### src/rtl/poly_mult_sched_if.sv
// Control, position-RAM, dense-RAM and accumulate-command signals of the
// sparse x dense multiplier sequencer.
interface poly_mult_sched_if #(
    parameter int MAX_WEIGHT = 75,
    parameter int LOGW       = 16,
    parameter int ADDR_WIDTH = 10,
    parameter int LOG_WEIGHT = 7
);
    logic                  start_i;
    logic [MAX_WEIGHT-1:0] dummy_map_i;
    logic                  busy_o;
    logic                  done_o;
    logic                  err_o;

    logic                  pos_rd_o;
    logic [LOG_WEIGHT-1:0] pos_addr_o;
    logic [LOGW-1:0]       pos_data_i;

    logic                  dense_rd_o;
    logic [ADDR_WIDTH-1:0] dense_addr_o;

    logic                  acc_en_o;
    logic                  acc_first_o;
    logic                  acc_dummy_o;
    logic [ADDR_WIDTH:0]   acc_tgt_o;
    logic [4:0]            acc_shift_o;

    modport master (
        input  start_i, dummy_map_i, pos_data_i,
        output busy_o, done_o, err_o,
               pos_rd_o, pos_addr_o,
               dense_rd_o, dense_addr_o,
               acc_en_o, acc_first_o, acc_dummy_o, acc_tgt_o, acc_shift_o
    );

    modport slave (
        output start_i, dummy_map_i, pos_data_i,
        input  busy_o, done_o, err_o,
               pos_rd_o, pos_addr_o,
               dense_rd_o, dense_addr_o,
               acc_en_o, acc_first_o, acc_dummy_o, acc_tgt_o, acc_shift_o
    );
endinterface

### src/rtl/poly_mult_sched.sv
// Constant-time slot sequencer: every slot, real or dummy, reads one position
// and sweeps the whole dense RAM, so run latency never depends on secret data.
module poly_mult_sched #(
    parameter int WEIGHT     = 66,
    parameter int MAX_WEIGHT = 75,
    parameter int LOGW       = 16,
    parameter int NWORDS     = 553,
    parameter int ADDR_WIDTH = 10,
    parameter int LOG_WEIGHT = 7
) (
    input  logic              clk,
    input  logic              rst_n,
    poly_mult_sched_if.master bus
);

    localparam int KW  = $clog2(MAX_WEIGHT + 1);
    localparam int RW  = $clog2(WEIGHT + 1);
    localparam int PCW = $clog2(MAX_WEIGHT + 1);
    localparam int TW  = ADDR_WIDTH + 1;

    typedef enum logic [2:0] {
        S_IDLE,
        S_CHECK,
        S_POS_RD,
        S_POS_WAIT,
        S_SWEEP,
        S_FLUSH,
        S_DONE
    } state_t;

    state_t                r_state;
    state_t                w_next;

    logic [MAX_WEIGHT-1:0] r_map;
    logic [KW-1:0]         r_k;
    logic [RW-1:0]         r_r;
    logic [ADDR_WIDTH-1:0] r_j;
    logic [LOGW-1:0]       r_pos;

    logic                  r_acc_en;
    logic                  r_acc_first;
    logic                  r_acc_dummy;
    logic [TW-1:0]         r_acc_tgt;
    logic [4:0]            r_acc_shift;

    logic [PCW-1:0]        w_popcnt;
    logic                  w_map_ok;
    logic                  w_last_word;
    logic                  w_last_slot;
    logic                  w_slot_dummy;
    logic [LOG_WEIGHT-1:0] w_pos_addr;

    // The map is only trusted if it marks exactly the expected number of dummies.
    always_comb begin
        w_popcnt = '0;
        for (int i = 0; i < MAX_WEIGHT; i++) begin
            w_popcnt = w_popcnt + PCW'(r_map[i]);
        end
    end

    assign w_map_ok     = (w_popcnt == PCW'(MAX_WEIGHT - WEIGHT));
    assign w_last_word  = (r_j == ADDR_WIDTH'(NWORDS - 1));
    assign w_last_slot  = (r_k == KW'(MAX_WEIGHT - 1));
    assign w_slot_dummy = r_map[r_k];
    // Trailing dummies re-read the last real entry so the address never runs off the RAM.
    assign w_pos_addr   = (r_r >= RW'(WEIGHT - 1)) ? LOG_WEIGHT'(WEIGHT - 1)
                                                   : LOG_WEIGHT'(r_r);

    always_ff @(posedge clk or negedge rst_n) begin
        if (!rst_n) begin
            r_state <= S_IDLE;
        end else begin
            r_state <= w_next;
        end
    end

    always_comb begin
        w_next           = r_state;
        bus.busy_o       = 1'b0;
        bus.done_o       = 1'b0;
        bus.err_o        = 1'b0;
        bus.pos_rd_o     = 1'b0;
        bus.pos_addr_o   = '0;
        bus.dense_rd_o   = 1'b0;
        bus.dense_addr_o = '0;
        case (r_state)
            S_IDLE: begin
                if (bus.start_i) begin
                    w_next = S_CHECK;
                end
            end
            S_CHECK: begin
                bus.busy_o = 1'b1;
                if (w_map_ok) begin
                    w_next = S_POS_RD;
                end else begin
                    bus.err_o = 1'b1;
                    w_next    = S_IDLE;
                end
            end
            S_POS_RD: begin
                bus.busy_o     = 1'b1;
                bus.pos_rd_o   = 1'b1;
                bus.pos_addr_o = w_pos_addr;
                w_next         = S_POS_WAIT;
            end
            S_POS_WAIT: begin
                bus.busy_o = 1'b1;
                w_next     = S_SWEEP;
            end
            S_SWEEP: begin
                bus.busy_o       = 1'b1;
                bus.dense_rd_o   = 1'b1;
                bus.dense_addr_o = r_j;
                if (w_last_word) begin
                    w_next = w_last_slot ? S_FLUSH : S_POS_RD;
                end
            end
            S_FLUSH: begin
                bus.busy_o = 1'b1;
                w_next     = S_DONE;
            end
            S_DONE: begin
                bus.busy_o = 1'b1;
                bus.done_o = 1'b1;
                w_next     = S_IDLE;
            end
            default: begin
                w_next = S_IDLE;
            end
        endcase
    end

    // Slot/real counters advance on the last word so the next POS_RD sees the updated real index.
    always_ff @(posedge clk or negedge rst_n) begin
        if (!rst_n) begin
            r_map <= '0;
            r_k   <= '0;
            r_r   <= '0;
            r_j   <= '0;
            r_pos <= '0;
        end else begin
            case (r_state)
                S_IDLE: begin
                    if (bus.start_i) begin
                        r_map <= bus.dummy_map_i;
                        r_k   <= '0;
                        r_r   <= '0;
                    end
                end
                S_POS_WAIT: begin
                    r_pos <= bus.pos_data_i;
                    r_j   <= '0;
                end
                S_SWEEP: begin
                    r_j <= r_j + 1'b1;
                    if (w_last_word) begin
                        if (!w_slot_dummy) begin
                            r_r <= r_r + 1'b1;
                        end
                        r_k <= r_k + 1'b1;
                    end
                end
                default: begin
                end
            endcase
        end
    end

    // Beats trail the dense read by one cycle to line up with the RAM data.
    always_ff @(posedge clk or negedge rst_n) begin
        if (!rst_n) begin
            r_acc_en    <= 1'b0;
            r_acc_first <= 1'b0;
            r_acc_dummy <= 1'b0;
            r_acc_tgt   <= '0;
            r_acc_shift <= '0;
        end else if (r_state == S_SWEEP) begin
            r_acc_en    <= 1'b1;
            r_acc_first <= (r_j == '0);
            r_acc_dummy <= w_slot_dummy;
            r_acc_tgt   <= TW'(r_j) + TW'(r_pos[LOGW-1:5]);
            r_acc_shift <= r_pos[4:0];
        end else begin
            r_acc_en    <= 1'b0;
            r_acc_first <= 1'b0;
            r_acc_dummy <= 1'b0;
            r_acc_tgt   <= '0;
            r_acc_shift <= '0;
        end
    end

    assign bus.acc_en_o    = r_acc_en;
    assign bus.acc_first_o = r_acc_first;
    assign bus.acc_dummy_o = r_acc_dummy;
    assign bus.acc_tgt_o   = r_acc_tgt;
    assign bus.acc_shift_o = r_acc_shift;

endmodule

### src/flat_wrapper.sv
// flat-port wrapper written by rule: the top's interface ports become plain ports
module poly_mult_sched_flat 
#(
    parameter int WEIGHT     = 66,
    parameter int MAX_WEIGHT = 75,
    parameter int LOGW       = 16,
    parameter int NWORDS     = 553,
    parameter int ADDR_WIDTH = 10,
    parameter int LOG_WEIGHT = 7
)
  (clk, rst_n, bus_start_i, bus_dummy_map_i, bus_pos_data_i, bus_busy_o, bus_done_o, bus_err_o, bus_pos_rd_o, bus_pos_addr_o, bus_dense_rd_o, bus_dense_addr_o, bus_acc_en_o, bus_acc_first_o, bus_acc_dummy_o, bus_acc_tgt_o, bus_acc_shift_o);
  poly_mult_sched_if #(.MAX_WEIGHT(MAX_WEIGHT), .LOGW(LOGW), .ADDR_WIDTH(ADDR_WIDTH), .LOG_WEIGHT(LOG_WEIGHT)) bus_i ();
  input  logic clk;
  input  logic rst_n;
  input wire logic [$bits(bus_i.start_i)-1:0] bus_start_i;
  input wire logic [$bits(bus_i.dummy_map_i)-1:0] bus_dummy_map_i;
  input wire logic [$bits(bus_i.pos_data_i)-1:0] bus_pos_data_i;
  output wire logic [$bits(bus_i.busy_o)-1:0] bus_busy_o;
  output wire logic [$bits(bus_i.done_o)-1:0] bus_done_o;
  output wire logic [$bits(bus_i.err_o)-1:0] bus_err_o;
  output wire logic [$bits(bus_i.pos_rd_o)-1:0] bus_pos_rd_o;
  output wire logic [$bits(bus_i.pos_addr_o)-1:0] bus_pos_addr_o;
  output wire logic [$bits(bus_i.dense_rd_o)-1:0] bus_dense_rd_o;
  output wire logic [$bits(bus_i.dense_addr_o)-1:0] bus_dense_addr_o;
  output wire logic [$bits(bus_i.acc_en_o)-1:0] bus_acc_en_o;
  output wire logic [$bits(bus_i.acc_first_o)-1:0] bus_acc_first_o;
  output wire logic [$bits(bus_i.acc_dummy_o)-1:0] bus_acc_dummy_o;
  output wire logic [$bits(bus_i.acc_tgt_o)-1:0] bus_acc_tgt_o;
  output wire logic [$bits(bus_i.acc_shift_o)-1:0] bus_acc_shift_o;
  assign bus_i.start_i = bus_start_i;
  assign bus_i.dummy_map_i = bus_dummy_map_i;
  assign bus_i.pos_data_i = bus_pos_data_i;
  assign bus_busy_o = bus_i.busy_o;
  assign bus_done_o = bus_i.done_o;
  assign bus_err_o = bus_i.err_o;
  assign bus_pos_rd_o = bus_i.pos_rd_o;
  assign bus_pos_addr_o = bus_i.pos_addr_o;
  assign bus_dense_rd_o = bus_i.dense_rd_o;
  assign bus_dense_addr_o = bus_i.dense_addr_o;
  assign bus_acc_en_o = bus_i.acc_en_o;
  assign bus_acc_first_o = bus_i.acc_first_o;
  assign bus_acc_dummy_o = bus_i.acc_dummy_o;
  assign bus_acc_tgt_o = bus_i.acc_tgt_o;
  assign bus_acc_shift_o = bus_i.acc_shift_o;
  poly_mult_sched #(.WEIGHT(WEIGHT), .MAX_WEIGHT(MAX_WEIGHT), .LOGW(LOGW), .NWORDS(NWORDS), .ADDR_WIDTH(ADDR_WIDTH), .LOG_WEIGHT(LOG_WEIGHT)) u_core (.clk(clk), .rst_n(rst_n), .bus(bus_i));
endmodule
### config.mk
export PLATFORM = sky130hd
export DESIGN_NAME = poly_mult_sched_flat
export DESIGN_NICKNAME = d
export VERILOG_FILES = /design/src/rtl/poly_mult_sched_if.sv /design/src/rtl/poly_mult_sched.sv /design/src/flat_wrapper.sv
export SDC_FILE = /design/constraint.sdc
export NUM_CORES = 1
export LEC_CHECK = 0
export BUFFER_PORTS_ARGS = -buffer_cell sky130_fd_sc_hd__clkbuf_2
export CAP_MARGIN = 30
export CORE_MARGIN = 3
export CORE_UTILIZATION = 40
export DETAILED_ROUTE_END_ITERATION = 12
export PLACE_DENSITY_LB_ADDON = 0.1
export SYNTH_ARGS = -nofsm -noshare
export SYNTH_HDL_FRONTEND = slang
export SYNTH_SLANG_ARGS = --single-unit
### constraint.sdc
create_clock -name clk -period 13.29 [get_ports clk]
set_input_delay 0.6645 -clock clk [delete_from_list [all_inputs] [get_ports clk]]
set_output_delay 0.6645 -clock clk [all_outputs]
set_load 0.02 [all_outputs]
==> flow_summary.toml, run 1 <==
[run_status]
status = "complete, no violations"

[setup_path]
critical_path_class = "reg2out"
worst-path-max-fanout = 3
end_kind = "primary output"
critPathLaunch = "u_core.r_map[0]"
worstPathArrival_ps = 6700
worstReg2RegStart = "u_core.r_map[0]"
reg2reg_depth = 20
critPathRequiredTime_ps = 12630
worst_setup_path_start_kind = "flip-flop"

[die]
coreArea_sq_um = 20500
ios = 135
die-area_sq_um = 22900
start_util_pct = 41.3
dieWidth_um = 151
rows = 52
die_h_um = 151

[cells_and_area]
layout-drive-gt1-share_pct = 20.2
multi_input_area_sq_um = 4440
final-seq-area_sq_um = 3430
final_common_cell = "nand2_1"
mostFrequentLayoutCells = "nand2_1, dfrtp_1, clkbuf_2"
nFillCells = 1940
diodes = 0
synthToLayoutAreaGrowth_pct = 19.2
layout.nets = 1150

[clock_tree]
cts-resized-gates = 0
clk_latency_ps = 420
cts_made_buffers = 17
cts_buffer_depth = 2
postCtsSetupRepairBufs = 0
hold_buffers = 0
cts_tree = "built"
cts.sinks = 137
cts-htree-levels = 4
clk_pin_slew_ps = 60
cts-root-buf = "clkbuf_16"

[sta]
timing.fmax_mhz = 136
drv_slew = 0
min_period_ps = 7360
period_share_pct = 55.4
setup_viol = 0
relSlewSlack_pct = 43.3
finalHoldViolations = 0
fin_worst_skew_ps = 12.6
rsz0062_at_grt = "no"
fin_setup_tns_ps = 0
worst_pin_slew_ps = 847

[detailed_routing]
via_per_inst = 4.80
ant_nets = 0
dr.pass1.iters = 4
routed_wl_mm = 20.0
drc = 0
vias = 5958
drt_iter0_markers = 241
avgRoutedWirePerCell_um = 16.1

[global_routing]
track_usage_pct = 18.5
grt_max_degree = 114
grt_pass1_wl_mm = 32.1
antenna_found_initial = 0
grt_pass1_vias = 6007
overflow = 0

[synthesis]
yosys_warnings = 0
ys_seq_elements = 137
ys_async_sr_fraction_pct = 100
syn_area_sq_um = 8450
ys_seq_area_share_pct = 40.6
synth_nets = 1023
synth_edf_count = 0
ys.flop_type = "dfrtp_1"
yosysTopAreaCell = "dfrtp_1"
synth_top_area_share_pct = 40.6
synth.avg_cell_area_sq_um = 10.2
synthTopCellsByArea = "dfrtp_1, fa_1, nand2_1, inv_1, ha_1"
yosysUniqueCellTypes = 49
syn-instance-count = 831

[place]
gp_congestion = 0.828
dp_hpwl_mm = 15.0
portBuffers = 134

[worst_hold_path]
min_path_type = "in2async"

[flow_run]
maxCapViolCount = 0
kinds of logic (layout without fill, tap and decap cells):
kind of cell | after synthesis | after routing | share of synthesized area, %
AOI/OAI and AO/OA | 89 | 89 | 6.20
xor gates and xnor gates | 12 | 12 | 1.24
adders and majority gates | 98 | 98 | 20.3
buffers and inverters | 151 | 290 | 7.04
DFF | 137 | 137 | 40.6
muxes | 47 | 47 | 9.23
and+or+nand+nor | 297 | 297 | 15.5
worst max-delay path: stages (launching register included):
cell,delay (ps)
dfrtp_1,400
ha_1,280
inv_1,40
fa_1,480
inv_1,50
fa_1,370
inv_1,80
fa_1,440
fa_1,520
fa_1,520
fa_1,510
fa_1,510
fa_1,600
inv_1,60
ha_1,280
a211oi_1,250
nor3_1,80
o21ai_0,150
a21oi_1,110
nor4b_1,300
clkbuf_2,240
synth_stat cells (3+ instances only):
cell and count:
a21o_1 3, a21oi_1 13, a22oi_1 5, and2_1 10, and3_1 18, clkbuf_1 28, dfrtp_1 137, fa_1 65
ha_1 33, inv_1 117, mux2_2 16, mux2i_1 12, mux4_1 14, mux4_2 5, nand2_1 188, nand3_1 12
nand3b_1 5, nand4_1 3, nor2_1 33, nor2b_1 4, nor3_1 8, nor4b_1 3, o211ai_1 3, o21ai_0 49
o31ai_1 3, or3_1 5, xnor2_1 5, xor2_1 7
per-stage QoR:
| stage | hold WS (ps) | area [sq um] | setup WS (ps) | utilization [%] | std cells |
|---|---|---|---|---|---|
| final | 252 | 10100 | 5930 | 49.2 | 1240 |
| after global routing | 313 | 10100 | 5490 | 49.2 | 1240 |
| after CTS | 284 | 10100 | 5870 | 49.0 | 1239 |
| after detailed placement | 490 | 9390 | 6350 | 45.8 | 1208 |
| after global placement | 480 | 9360 | 6470 | 45.7 | 1207 |
| after floorplan | 369 | 8450 | 6340 | - | 831 |
flip-flops by register name, indices dropped and copies added (netlist names):
register / count
u_core.bus.acc_first_o: 1
u_core.bus.acc_en_o: 1
u_core.r_state: 3
u_core.bus.acc_shift_o: 5
u_core.bus.acc_tgt_o: 11
u_core.r_map: 75
u_core.r_pos: 16
u_core.r_j: 10
u_core.r_r: 7
u_core.r_k: 7
u_core.bus.acc_dummy_o: 1
area by class of cell:
type,count,area share [%]
multi-input cells,543,44.0
well taps,270,3.35
clock inverters,10,1.89
clock buffers,21,4.67
inverters,117,4.36
repair buffers,142,7.71
flip-flops and latches,137,34.0
final timing paths:
check,end,slack (ps)
worst min register to register,u_core.r_pos[0],500
worst max-delay path,bus_err_o,5930
max in group asynchronous,u_core.r_k[1],11680
worst min-delay path,u_core.r_r[5],250
min in group clk,u_core.r_map[3],430
worst max register to register,u_core.r_state[1],7060
per-layer routing:
layer	track usage [%]	wire, um
met5	0	0
met1	26.2	9470
met2	28.8	9290
met4	6.12	315
met3	3.65	916
Power of run 1 is left out: the tool's default activity adds up to more than one toggle a clock period on the data nets, which glitch-free logic cannot reach.
==> inputs of run 2 (changes only) <==
ABC_AREA = 1   (was not set)
clock period = 6.3 ns   (was 13.29 ns; I/O delays follow)
==> flow_summary.toml, run 2 <==
[clock_tree]
clk_pin_slew_ps = 60
cts-htree-levels = 4
cts.sinks = 137
cts-root-buf = "clkbuf_16"
cts_tree = "built"
clk_latency_ps = 440
cts_buffer_depth = 2
cts_made_buffers = 17

[setup_path]
critical_path_class = "reg2out"
worstSetupEndpoint = "bus_err_o"
end_kind = "primary output"
path_delay_family = "adder cells"
cp.depth = 22
reg2reg_slack_ps = 230
path_common_cell = "fa_1"
reg2reg_depth = 21
crit_chain = "ha_1 -> inv_1 -> fa_1 -> inv_1 -> fa_1 -> fa_1 -> fa_1 -> fa_1 -> fa_1 -> fa_1 -> inv_1 -> fa_1 -> inv_2 -> ha_4 -> inv_2 -> fa_1 -> inv_1 -> nor3_2 -> o2111ai_2 -> nand2_1 -> inv_2 -> buf_8"
critPathRequiredTime_ps = 5980
cp_num_buf_inv = 8
critPathLaunch = "u_core.r_map[1]"
crit_slowest_cell = "fa_1"
worst_setup_path_start_kind = "flip-flop"
crit_path_max_incr_delay_ps = 520
worst-path-max-fanout = 2
r2r-end = "u_core.r_state[1]"
worstReg2RegStart = "u_core.r_map[1]"
worstPathArrival_ps = 6380

[cells_and_area]
layout-drive-gt1-share_pct = 17.8
layout.nets = 1374
top_register = "u_core.r_map"
multi_input_area_sq_um = 4460
diodes = 0
final-seq-area_sq_um = 3430
nFillCells = 2160
synthToLayoutAreaGrowth_pct = 18.4
largest_reg_flops = 75
mostFrequentLayoutCells = "nand2_1, inv_1, dfrtp_1"
final_common_cell = "nand2_1"

[sta]
whs_ps = 78.3
timing.fmax_mhz = 149
setup_viol = 1
finalHoldViolations = 0
worst_pin_slew_ps = 899
period_share_pct = 106
rsz0062_at_grt = "yes"
fin_worst_skew_ps = 16.4
relSlewSlack_pct = 40.0
worst_slack_ps = -392
min_period_ps = 6690
drv_slew = 0

[synthesis]
syn-instance-count = 1042
yosysUniqueCellTypes = 42
ys_seq_elements = 137
synth_most_common_cell = "nand2_1"
ys.flop_type = "dfrtp_1"
synth_edf_count = 0
synthTopCellsByArea = "dfrtp_1, fa_1, nand2_1, inv_1, ha_1"
synthTopCellsByCount = "nand2_1, inv_1, dfrtp_1, o21ai_0, fa_1"
yosys_warnings = 0
yosysTopAreaCell = "dfrtp_1"
ys_async_sr_fraction_pct = 100
syn_area_sq_um = 8710
synth_nets = 1234
ys_seq_area_share_pct = 39.4
synth.avg_cell_area_sq_um = 8.36
synth_top_area_share_pct = 39.4

[global_routing]
grt_pass1_vias = 7299
busiest_layer = "met2"
overflow = 0
grt_max_degree = 78
grt_util_met3_pct = 3.35
grt_pass1_wl_mm = 38.2
track_usage_pct = 20.3
antenna_found_initial = 0
gr-usage-met1_pct = 30.5
use_met2_pct = 30.7

[die]
rows = 53
start_util_pct = 41.0
die_h_um = 154
coreArea_sq_um = 21200
ios = 135
dieWidth_um = 154
die-area_sq_um = 23600

[place]
dp_slack_ps = -254
dp_hpwl_mm = 16.8
portBuffers = 134
gp_congestion = 0.839

[detailed_routing]
avgRoutedWirePerCell_um = 15.5
ant_nets = 0
dr.pass1.iters = 5
drt_iter0_markers = 450
via_per_inst = 4.82
drc = 0
routed_wl_mm = 22.8
vias = 7081

[run_status]
violations = "setup timing"
status = "finished, violations left"

[worst_hold_path]
min_path_type = "in2reg"

[power_and_ir_drop]
powerDensity_nw_per_um2 = 180
leakagePower_nw = 5.51
clockPowerShare_pct = 50.1
seqPwrFrac_pct = 47.4
intPower_w = 0.00141
swShare_pct = 24.0
irDropWorstVdd_uv = 136
p_switching_w = 0.000445
comb_power_share_pct = 2.5

[flow_run]
maxCapViolCount = 0
==> run 2: how the worst min path moves through the flow <==
| stage | to | slack [ps] | start | cells past startpoint |
|---|---|---|---|---|
| floorplan | u_core.bus.acc_dummy_o | 20 | rst_n | 0 |
| global placement | u_core.r_map[27] | 360 | rst_n | 1 |
| detailed placement | u_core.r_map[28] | 350 | rst_n | 1 |
| CTS | u_core.r_pos[8] | 60 | bus_pos_data_i[8] | 3 |
| global route | u_core.r_map[70] | 90 | bus_dummy_map_i[70] | 3 |
| finish | u_core.r_map[55] | 80 | bus_dummy_map_i[55] | 3 |
==> run 2: power by group through the flow <==
stage | Sequential [W] | Clock [W] | Combinational [W]
2_1_floorplan | 0.000896 | 0 | 0.00000000269
3_3_place_gp | 0.000896 | 0 | 0.0000473
3_5_place_dp | 0.000896 | 0 | 0.0000478
4_1_cts | 0.000880 | 0.000955 | 0.0000485
5_1_grt | 0.000879 | 0.000992 | 0.0000539
6_report | 0.000880 | 0.000929 | 0.0000463
==> run 2: cell type report <==
type,count,share of cell area (%)
clock buffers,17,4.13
repair buffers,156,8.49
multi-input cells,695,43.3
clock inverters,15,1.12
well taps,275,3.34
flip-flops and latches,137,33.3
inverters,175,6.41
==> run 2: layer usage <==
metal,up-vias,part of all wire (%),wire (um)
met4,0,1.4,323
li1,3543,-,-
met3,26,4.6,1050
met1,3358,49,11200
met5,-,0,0
met2,154,45,10200
==> run 2: logic make-up (layout without fill, tap and decap cells) <==
| group | Yosys count | count (layout) | synth area share (%) |
|---|---|---|---|
| AO/OA/AOI/OAI | 142 | 142 | 8.78 |
| AND/OR/NAND/NOR | 449 | 449 | 21.7 |
| buffers and inverters | 210 | 363 | 9.90 |
| flip-flops | 137 | 137 | 39.4 |
| adder cells (fa/ha/maj) | 98 | 98 | 19.7 |
| XOR/XNOR | 6 | 6 | 0.604 |
==> run 2: what timing repair did <==
item                       in CTS  in global routing
pin swaps                      11                  2
setup buffers                   0                  1
resized for setup               7                  5
hold endpoints to repair       66                  0
setup endpoints to repair       2                  2
hold buffers                    1                  0
cloned                          0                  0
==> run 2: per-stage QoR <==
| stage | std cells | setup TNS, ps | instance area, sq um | power [W] | utilization, % |
|---|---|---|---|---|---|
| floorplan | 1042 | 0 | 8710 | 0.000896 | - |
| global placement | 1435 | -167 | 9670 | 0.000943 | 45.6 |
| CTS | 1468 | -467 | 10200 | 0.00188 | 48.3 |
| finish | 1470 | -392 | 10300 | 0.00185 | 48.6 |
| detailed placement | 1435 | -254 | 9670 | 0.000944 | 45.6 |
| global route | 1470 | -605 | 10300 | 0.00193 | 48.6 |
==> run 2: worst min-delay path, cell delays in order <==
cell and delay (ps):
clkbuf_2 70, nand2_1 40, nand2_1 40
(Power assumes the default switching activity.)
